[src/rtl/gaplus_sprite_scanner.sv]
// Per-scanline sprite attribute walker: scans 64 entries for vertical hits on
// the upcoming line and queues hit records for the sprite line renderer.
module gaplus_sprite_scanner #(
    parameter int FIFO_DEPTH = 4,
    parameter int MAX_HITS   = 16
) (
    input  logic        clk,
    input  logic        reset,
    input  logic        hstart,
    input  logic [8:0]  vpos,
    output logic [6:0]  spra_a,
    input  logic [23:0] spra_d,
    output logic        hit_valid,
    input  logic        hit_ready,
    output logic [37:0] hit_data,
    output logic        busy,
    output logic        overflow,
    output logic [4:0]  hit_count
);
    localparam int PW = (FIFO_DEPTH > 1) ? $clog2(FIFO_DEPTH) : 1;
    localparam int CW = PW + 1;
    localparam logic [CW-1:0] FULL_CNT = CW'(FIFO_DEPTH);
    localparam logic [4:0]    HIT_MAX  = 5'(MAX_HITS);

    typedef enum logic [2:0] {IDLE, RD1, EV1, RD0, EV0, PUSH, DONE} state_t;

    state_t        state_q, state_d;
    logic [5:0]    n_q, n_d;
    logic [8:0]    vpos_q, vpos_d;
    logic [8:0]    x_q, x_d;
    logic [4:0]    row_q, row_d;
    logic [23:0]   w0_q, w0_d;
    logic [6:0]    spra_a_q, spra_a_d;
    logic          busy_q, busy_d;
    logic          ovf_q, ovf_d;
    logic [4:0]    hcnt_q, hcnt_d;
    logic [PW-1:0] wr_q, wr_d, rd_q, rd_d;
    logic [CW-1:0] cnt_q, cnt_d;
    logic          hv_q, hv_d;
    logic [37:0]   mem_q [FIFO_DEPTH];

    logic       push, pop, flush, step, full, hit;
    logic [8:0] dy;

    assign pop  = hv_q && hit_ready;
    assign full = (cnt_q == FULL_CNT);
    // Row offset into the sprite; the 9-bit wrap lets sprites straddle line 511/0.
    assign dy   = vpos_q - {spra_d[17], spra_d[7:0]};
    assign hit  = !spra_d[23] && (dy < (spra_d[18] ? 9'd32 : 9'd16));

    always_comb begin
        state_d  = state_q;
        n_d      = n_q;
        vpos_d   = vpos_q;
        x_d      = x_q;
        row_d    = row_q;
        w0_d     = w0_q;
        busy_d   = busy_q;
        ovf_d    = ovf_q;
        hcnt_d   = hcnt_q;
        spra_a_d = spra_a_q;
        push     = 1'b0;
        flush    = 1'b0;
        step     = 1'b0;
        case (state_q)
            RD1: state_d = EV1;
            EV1: begin
                if (hit) begin
                    x_d     = {spra_d[16], spra_d[15:8]};
                    row_d   = dy[4:0];
                    state_d = RD0;
                end else begin
                    step = 1'b1;
                end
            end
            RD0: state_d = EV0;
            EV0: begin
                w0_d = spra_d;
                if (hcnt_q == HIT_MAX) begin
                    ovf_d = 1'b1;
                    step  = 1'b1;
                end else begin
                    state_d = PUSH;
                end
            end
            PUSH: begin
                // A same-cycle pop frees the slot, so a full FIFO need not stall.
                if (!full || pop) begin
                    push   = 1'b1;
                    hcnt_d = hcnt_q + 5'd1;
                    step   = 1'b1;
                end
            end
            DONE: begin
                busy_d  = 1'b0;
                state_d = IDLE;
            end
            default: ;
        endcase
        if (step) begin
            if (n_q == 6'd63) begin
                state_d = DONE;
            end else begin
                n_d     = n_q + 6'd1;
                state_d = RD1;
            end
        end
        if (hstart) begin
            vpos_d  = vpos;
            n_d     = 6'd0;
            flush   = 1'b1;
            push    = 1'b0;
            ovf_d   = 1'b0;
            hcnt_d  = 5'd0;
            busy_d  = 1'b1;
            state_d = RD1;
        end
        // Address is registered on entry so data lands in the following EV state.
        if (state_d == RD1)      spra_a_d = {n_d, 1'b1};
        else if (state_d == RD0) spra_a_d = {n_d, 1'b0};
    end

    always_comb begin
        wr_d = wr_q;
        rd_d = rd_q;
        cnt_d = cnt_q;
        if (flush) begin
            wr_d  = '0;
            rd_d  = '0;
            cnt_d = '0;
        end else begin
            if (push) wr_d = wr_q + 1'b1;
            if (pop)  rd_d = rd_q + 1'b1;
            case ({push, pop})
                2'b10:   cnt_d = cnt_q + 1'b1;
                2'b01:   cnt_d = cnt_q - 1'b1;
                default: cnt_d = cnt_q;
            endcase
        end
        hv_d = (cnt_d != '0);
    end

    always_ff @(posedge clk or posedge reset) begin
        if (reset) begin
            state_q  <= IDLE;
            n_q      <= '0;
            vpos_q   <= '0;
            x_q      <= '0;
            row_q    <= '0;
            w0_q     <= '0;
            spra_a_q <= '0;
            busy_q   <= 1'b0;
            ovf_q    <= 1'b0;
            hcnt_q   <= '0;
            wr_q     <= '0;
            rd_q     <= '0;
            cnt_q    <= '0;
            hv_q     <= 1'b0;
            for (int i = 0; i < FIFO_DEPTH; i++) mem_q[i] <= '0;
        end else begin
            state_q  <= state_d;
            n_q      <= n_d;
            vpos_q   <= vpos_d;
            x_q      <= x_d;
            row_q    <= row_d;
            w0_q     <= w0_d;
            spra_a_q <= spra_a_d;
            busy_q   <= busy_d;
            ovf_q    <= ovf_d;
            hcnt_q   <= hcnt_d;
            wr_q     <= wr_d;
            rd_q     <= rd_d;
            cnt_q    <= cnt_d;
            hv_q     <= hv_d;
            if (push) mem_q[wr_q] <= {w0_q, x_q, row_q};
        end
    end

    assign spra_a    = spra_a_q;
    assign busy      = busy_q;
    assign overflow  = ovf_q;
    assign hit_count = hcnt_q;
    assign hit_valid = hv_q;
    assign hit_data  = mem_q[rd_q];

endmodule
[config.mk]
export PLATFORM = sky130hd
export DESIGN_NAME = gaplus_sprite_scanner
export DESIGN_NICKNAME = d
export VERILOG_FILES = /design/src/rtl/gaplus_sprite_scanner.sv
export SDC_FILE = /design/constraint.sdc
export NUM_CORES = 1
export LEC_CHECK = 0
export ABC_AREA = 0
export CAP_MARGIN = 15
export CORE_ASPECT_RATIO = 0.8
export CORE_MARGIN = 1
export CORE_UTILIZATION = 62
export DETAILED_ROUTE_END_ITERATION = 12
export PLACE_DENSITY_LB_ADDON = 0.15
export SKIP_LAST_GASP = 1
export SYNTH_ARGS = -nofsm -noshare
export SYNTH_HDL_FRONTEND = slang
export SYNTH_SLANG_ARGS = --single-unit
[constraint.sdc]
create_clock -name clk -period 20.7 [get_ports clk]
set_input_delay 3.105 -clock clk [delete_from_list [all_inputs] [get_ports clk]]
set_output_delay 3.105 -clock clk [all_outputs]
set_load 0.005 [all_outputs]
==> results of run 1 <==
==> state kept, by name, indices dropped and copies added (netlist names) <==
register   count
w0_q          24
x_q            9
state_q        3
mem_q        152
row_q          5
hit_valid      1
hit_count      5
busy           1
overflow       1
cnt_q          3
n_q            6
spra_a         7
vpos_q         9
wr_q           2
rd_q           2
==> stage by stage <==
step	hold WS (ns)	utilization, %	instance area, um^2
6_report	0.477	73.6	12100
5_1_grt	0.516	73.6	12100
2_1_floorplan	0.474	-	10400
3_3_place_gp	0.467	69.3	11400
3_5_place_dp	0.468	69.3	11400
4_1_cts	0.482	73.4	12100
==> layout make-up <==
type,instances,area share [%]
tap,220,2.27
inverter,18,0.618
sequential,230,47.4
clock inverter,4,0.165
clock buffer,35,5.36
multi-input combinational,421,36.3
timing repair buffer,94,7.81
==> power groups by stage <==
| stage | sequential, mW | clock, mW | combinational [mW] |
|---|---|---|---|
| finish | 0.597 | 0.376 | 0.288 |
| global route | 0.610 | 0.402 | 0.311 |
| CTS | 0.596 | 0.384 | 0.291 |
| detailed placement | 0.602 | 0 | 0.289 |
| global placement | 0.593 | 0 | 0.279 |
| floorplan | 0.575 | 0 | 0.193 |
==> worst register-to-register path: cells and delay by family, from the launching register on <==
family / cells / cell delay (ns)
AO/OA/AOI/OAI: 5 / 1.30
XOR/XNOR: 1 / 0.13
AND/OR/NAND/NOR: 3 / 0.87
multiplexers: 1 / 0.33
adder cells (fa/ha/maj): 2 / 0.56
flip-flops: 1 / 0.38
==> metal layers <==
layer / share of wire (%) / vias up / track usage [%]
met1: 45 / 3219 / 36.5
li1: - / 2712 / -
met4: 1.8 / 0 / 5.93
met2: 50 / 142 / 42.8
met3: 4.1 / 36 / 3.57
met5: 0 / - / 0
==> cell usage in the layout, fill, tap and decap left out, drive strengths merged, types with 6 or more instances in the layout <==
master	instances
xnor2	6
mux4	38
a21o	7
clkbuf	35
inv	18
o21ai	16
xor2	10
nor2	27
nand2	15
ha	17
clkdlybuf4s50	89
mux2	195
dfrtp	230
nand2b	10
mux2i	6
nor3	6
a21oi	12
==> worst max-delay path by stage <==
stage,startpoint,end,slack (ns),cells after the start
finish,spra_d[4],spra_a[6],14.27,14
global route,spra_d[4],spra_a[6],14.00,14
CTS,spra_d[4],spra_a[6],14.28,14
detailed placement,spra_d[4],spra_a[6],13.80,14
global placement,spra_d[4],spra_a[6],13.87,14
floorplan,reset,busy,11.29,1
==> kinds of logic (layout without fill, tap and decap cells) <==
family	count (synthesis)	count (layout)	synth area share, %
mux	239	239	29.8
fa+ha+maj	19	19	2.42
buf+inv	58	151	2.63
flops	230	230	55.2
xor+xnor	16	16	1.42
compound gates	54	54	3.70
simple gates	93	93	4.82
==> summary.md, run 1 <==
| Metric | Value |
|---|---|
| Status | `finished, final reports clean` |
| Synthesized flop and latch total | `230` |
| First-pass GRT wire length | `around 35,000 um` |
| Synth warnings | `0` |
| Via count | `roughly 6,100` |
| Mean Syn Cell Area | `about 15 um^2` |
| Cell Rows | `42` |
| Area Growth Syn to Fin | `16.4%` |
| WHS Path Cells | `1` |
| Vias in the first global route | `6,492` |
| Wirelength per Cell | `approximately 21 um` |
| Power Total | `roughly 1.3 mW` |
| TritonCTS clock tree | `done` |
| Clk pwr share | `a little under 30%` |
| Gr usage total | `roughly a quarter` |
| Reg2reg path depth | `12` |
| Gate power share | `approximately 23%` |
| P_leak | `between 5 and 6 nW` |
| Die ar. | `approximately 0.017 mm^2` |
| Slowest-stage cell, CP | `nand4_2` |
| Period minus WS final | `6.43 ns` |
| Critical path's most frequent cell | `ha_1` |
| Placed cell count | `between 900 and 1,000` |
| Min-delay src | `busy` |
| Post-synth top area share | `between 50% and 60%` |
| Reg2Reg Setup Slack | `roughly 17 ns` |
| Clock Skew | `0.00839 ns` |
| Worst Path Arrival | `between 6 and 7 ns` |
| Skew-Pair Late Insertion Delay | `~0.50 ns` |
| Seq. cell area | `roughly 0.0058 mm^2` |
| Post-Syn Area | `0.0104 mm^2` |
| Switching share of power | `between 20% and 30%` |
| Core area | `0.0165 mm^2` |
| Number of synthesized flops with an enable pin | `0` |
| Critical Path RT | `21.08 ns` |
| CTS buffer count | `22` |
| Worst relative slew slack | `between 20 and 25%` |
| PortBufs | `89` |
| PwrDens | `between 100 and 150 mW/mm^2` |
| Delay-heaviest family, CP | `compound AO/OA/AOI/OAI gates` |
| Worst hold endpoint | `busy` |
| Crit start category | `primary input` |
| Reg-to-Reg End | `spra_a[6]` |
| Area contributors post-synth | `dfrtp_1, mux2_2, mux4_2` |
| Ports | `90` |
| Hold_buf cts | `0` |
| Final max-slew violation count | `0` |
| RSZ-0062 raised after global routing | `no` |
| Nets | `about 840` |
| Max Fclk | `~0.16 GHz` |
| Seq/Total Area, Yosys | `a little under three fifths` |
| Fin. Hold Viols | `0` |
| Syn Nets | `~770` |
| Die height | `~120 um` |
| DRC violations left | `0` |
| Area of the multi-input gates | `~0.0044 mm^2` |
| Final setup viols | `0` |
| VDD IR-drop max | `between 0.05 and 0.06 mV` |
| Die Span X | `147 um` |
| Dpl ws | `~14 ns` |
| Initial antenna violation count | `0` |
| Crit Path Max Fanout | `26` |
| Slew @ Worst Pin | `~1.2 ns` |
| Cell Chain, Critical Path | `clkdlybuf4s50_1, inv_1, ha_1, o211ai_1, a21oi_1, nor2_1, xnor2_1, ha_1, a211oi_1, o311a_2, nand4_2, a21o_1, nand2b_1, mux2_2` |
| CTS resizes | `0` |
| Worst path bufs/invs | `2` |
| Most frequent cells after synthesis | `dfrtp_1, mux2_2, mux4_2` |
| Worst stage delay on the critical path | `between 0.6 and 0.7 ns` |
| Tightest Hold Check Type | `reg2reg` |
| Sink Count | `230` |
| Register share of total power | `a little under half` |
| Final period utilization | `about 31%` |
| Setup TNS | `0 ns` |
| RePlAce Congestion | `0.840` |
| Leading area contributor after synthesis | `dfrtp_1` |
| Largest net degree at the start of global routing | `about 140` |
| Critical path class | `in2reg` |
| Max-cap violation count | `0` |
| Non-Filler Instances | `1,022` |
| Count leader, synth | `dfrtp_1` |
| Drt pass-1 iters | `5` |
| Reg-to-reg startpoint | `vpos_q[4]` |
| Synth cell types | `52` |
| Drt total wl | `21,200 um` |
| Starting Density | `a little over three fifths` |
| CTS max path bufs | `3` |
| Ys async rst share | `100%` |
| Postcts setup bufs | `0` |
| CP endpoint kind | `flip-flop` |
| Main synth FF type | `dfrtp_1` |
| H-tree depth | `1` |
| Psw | `344 uW` |
| Mapped Cells | `between 700 and 800` |
| Fill count | `1,065` |
| Remaining antenna violation count | `0` |
| Fraction of layout cells with a size suffix above 1 | `a little over a third` |
| Clock root cell | `clkbuf_16` |
| Detail Placement HPWL | `13,200 um` |
| Vias per Instance | `between 5 and 6` |
| Final worst slack | `around 14 ns` |
| Initial drt markers | `roughly 410` |
| Diode count | `0` |
| CTS clk-pin slew, worst paths | `around 0.06 ns` |
| Remaining Overflow, GRT | `0` |
| Internal power | `just over 900 uW` |
(Power assumes the default switching activity.)
==> run 2, diff against run 1 <==
CORE_UTILIZATION = 52   (was 62)
clock period = 5.6 ns   (was 20.7 ns; I/O delays follow)
==> run 2 against run 1 <==
Effect of this change: register-to-register slack worse by 15 ns; final cell count grew 4.4%; wire length increased by 1.7%; first-iteration DRC count decreased by 15%; power rose to 3.9 times the previous value; non-clock buffer count grew 4; flip-flop and latch count did not move; setup slack got worse by 13 ns; via count grew 0.29%; core utilization down 9.4 points; critical path type is now reg2out.
==> summary.md, run 2 (same netlist as run 1, synthesis figures left out) <==
| Metric | Value |
|---|---|
| Status | `finished, final reports clean` |
| Worst relative slew slack | `26.2% (+3.0 points)` |
| Diode count | `0 (unchanged)` |
| Worst hold endpoint | `busy` |
| Fin. Hold Viols | `0 (unchanged)` |
| Max Fclk | `between 0.2 and 0.3 GHz` |
| Area after DPL | `0.0115 mm^2 (+0.82%)` |
| Critical Path RT | `4.76 ns (-16.32 ns)` |
| Critical path class | `reg2out` |
| Via count | `6,127 (+0.29%)` |
| Detail Placement HPWL | `13,600 um (+3.4%)` |
| Clock root cell | `clkbuf_16` |
| P_leak | `5.67 nW (+1.7%)` |
| Final max-slew violation count | `0 (unchanged)` |
| Min-delay src | `busy` |
| PwrDens | `402 mW/mm^2 (+290%)` |
| Largest net degree at the start of global routing | `177 (+24%)` |
| Cell Rows | `45 (+7.1%)` |
| Sink Count | `230 (unchanged)` |
| DRC violations left | `0 (unchanged)` |
| TritonCTS clock tree | `done` |
| Drt pass-1 iters | `4 (-1)` |
| Top reg by flops | `mem_q` |
| Reg-to-Reg End | `spra_a[6]` |
| Area Growth Syn to Fin | `18.9%` |
| Post-route cell area | `0.0124 mm^2 (+2.1%)` |
| Reg2reg path depth | `13 (+1)` |
| Slew @ Worst Pin | `1.11 ns (-0.0452 ns)` |
| Most frequent cells in the layout | `dfrtp_1, mux2_2, clkdlybuf4s50_1, mux4_2, nor2_1` |
| Die height | `129 um (+9.0%)` |
| Postcts setup bufs | `0 (unchanged)` |
| Remaining Overflow, GRT | `0 (unchanged)` |
| Reg-to-reg startpoint | `vpos_q[4]` |
| Core area | `0.0193 mm^2 (+17%)` |
| RePlAce Congestion | `0.862 (+2.6%)` |
| Setup TNS | `0 ns (unchanged)` |
| Crit Path Max Fanout | `29 (+12%)` |
| Initial drt markers | `344 (-15%)` |
| Max-cap violation count | `0 (unchanged)` |
| CTS resizes | `0 (unchanged)` |
| Clock Skew | `0.0146 ns (+0.00622 ns)` |
| Starting Density | `54.0% (-9.2 points)` |
| Final worst slack | `1.71 ns (-12.56 ns)` |
| CTS max path bufs | `3 (unchanged)` |
| Top flop regs | `mem_q x152, w0_q x24` |
| WHS Path Cells | `1 (unchanged)` |
| Period minus WS final | `3.89 ns` |
| Vias in the first global route | `6,619 (+2.0%)` |
| Gr usage total | `22.1% (-3.7 points)` |
| CTS clk-pin slew, worst paths | `0.06 ns (about the same)` |
| Die ar. | `0.0206 mm^2 (+19%)` |
| Final period utilization | `69.4%` |
| Remaining antenna violation count | `0 (unchanged)` |
| RSZ-0062 raised after global routing | `no` |
| CP endpoint kind | `output pin` |
| Worst Path Arrival | `3.05 ns (-3.76 ns)` |
| Nets | `848 (+0.59%)` |
| Vias per Instance | `5.74 (-3.9%)` |
| Reg2Reg Setup Slack | `2.42 ns (-14.60 ns)` |
| VDD IR-drop max | `0.253 mV (+340%)` |
| First-pass GRT wire length | `35,700 um (+2.1%)` |
| Skew-Pair Late Insertion Delay | `0.52 ns (+0.02 ns)` |
| CTS buffer count | `23 (+4.5%)` |
| Hold_buf cts | `0 (unchanged)` |
| Crit start category | `flip-flop` |
| Wirelength per Cell | `20.2 um (-2.6%)` |
| Fraction of layout cells with a size suffix above 1 | `37.0% (+1.3 points)` |
| Final setup viols | `0 (unchanged)` |
| Dpl ws | `1.42 ns (-12.37 ns)` |
| Initial antenna violation count | `0 (unchanged)` |
| Ports | `90 (unchanged)` |
| Tightest Hold Check Type | `reg2reg` |
| Largest register FFs | `152 (unchanged)` |
| PortBufs | `89 (unchanged)` |
| H-tree depth | `1 (unchanged)` |
| Commonest non-fill, non-tap cell in the layout | `dfrtp_1` |
| Drt total wl | `21,500 um (+1.7%)` |
| Die Span X | `160 um (+9.1%)` |
==> run 2: final cells by class <==
class,instances,area (um^2)
inverter,18,71.3
tap,258,323
sequential,230,5760
clock buffer,33,683
timing repair buffer,98,971
multi-input combinational,421,4410
clock inverter,9,179
fill,1353,6910
==> run 2: per-stage QoR <==
step                      power (mW)  cells  utilization, %  hold slack [ns]
after floorplan                 2.84    709               -            0.474
after global placement          3.24   1025            59.7            0.466
after detailed placement        3.30   1025            59.7            0.473
after CTS                       5.03   1067            64.2            0.487
after global routing            5.22   1067            64.2            0.511
final                           4.98   1067            64.2            0.478
==> run 2: routing by layer <==
metal	GRT usage [%]	vias up	share of wire (%)
met3	3.06	35	4.0
met4	6.22	0	2.1
li1	-	2735	-
met2	37.2	128	49
met5	0	-	0
met1	30.3	3229	44
==> run 2: critical path, stage by stage, from the launching register on <==
cell and delay [ns]:
dfrtp_2 1.06, buf_4 0.43, mux4_2 0.57, clkdlybuf4s50_1 0.46
==> run 2: worst max-delay path by stage <==
| stage | slack [ns] | end | start |
|---|---|---|---|
| CTS | 1.58 | hit_data[8] | rd_q[0] |
| finish | 1.71 | hit_data[8] | rd_q[0] |
| global route | 1.48 | hit_data[8] | rd_q[0] |
| global placement | 1.53 | spra_a[6] | spra_d[3] |
| floorplan | 1.75 | busy | reset |
| detailed placement | 1.42 | spra_a[6] | spra_d[3] |
==> run 2: where the power goes <==
part	switching (mW)	internal, mW	total (mW)	leakage, nW
Sequential	0.281	1.95	2.23	3.10
Clock	0.635	1.08	1.71	0.417
Combinational	0.390	0.648	1.04	2.15
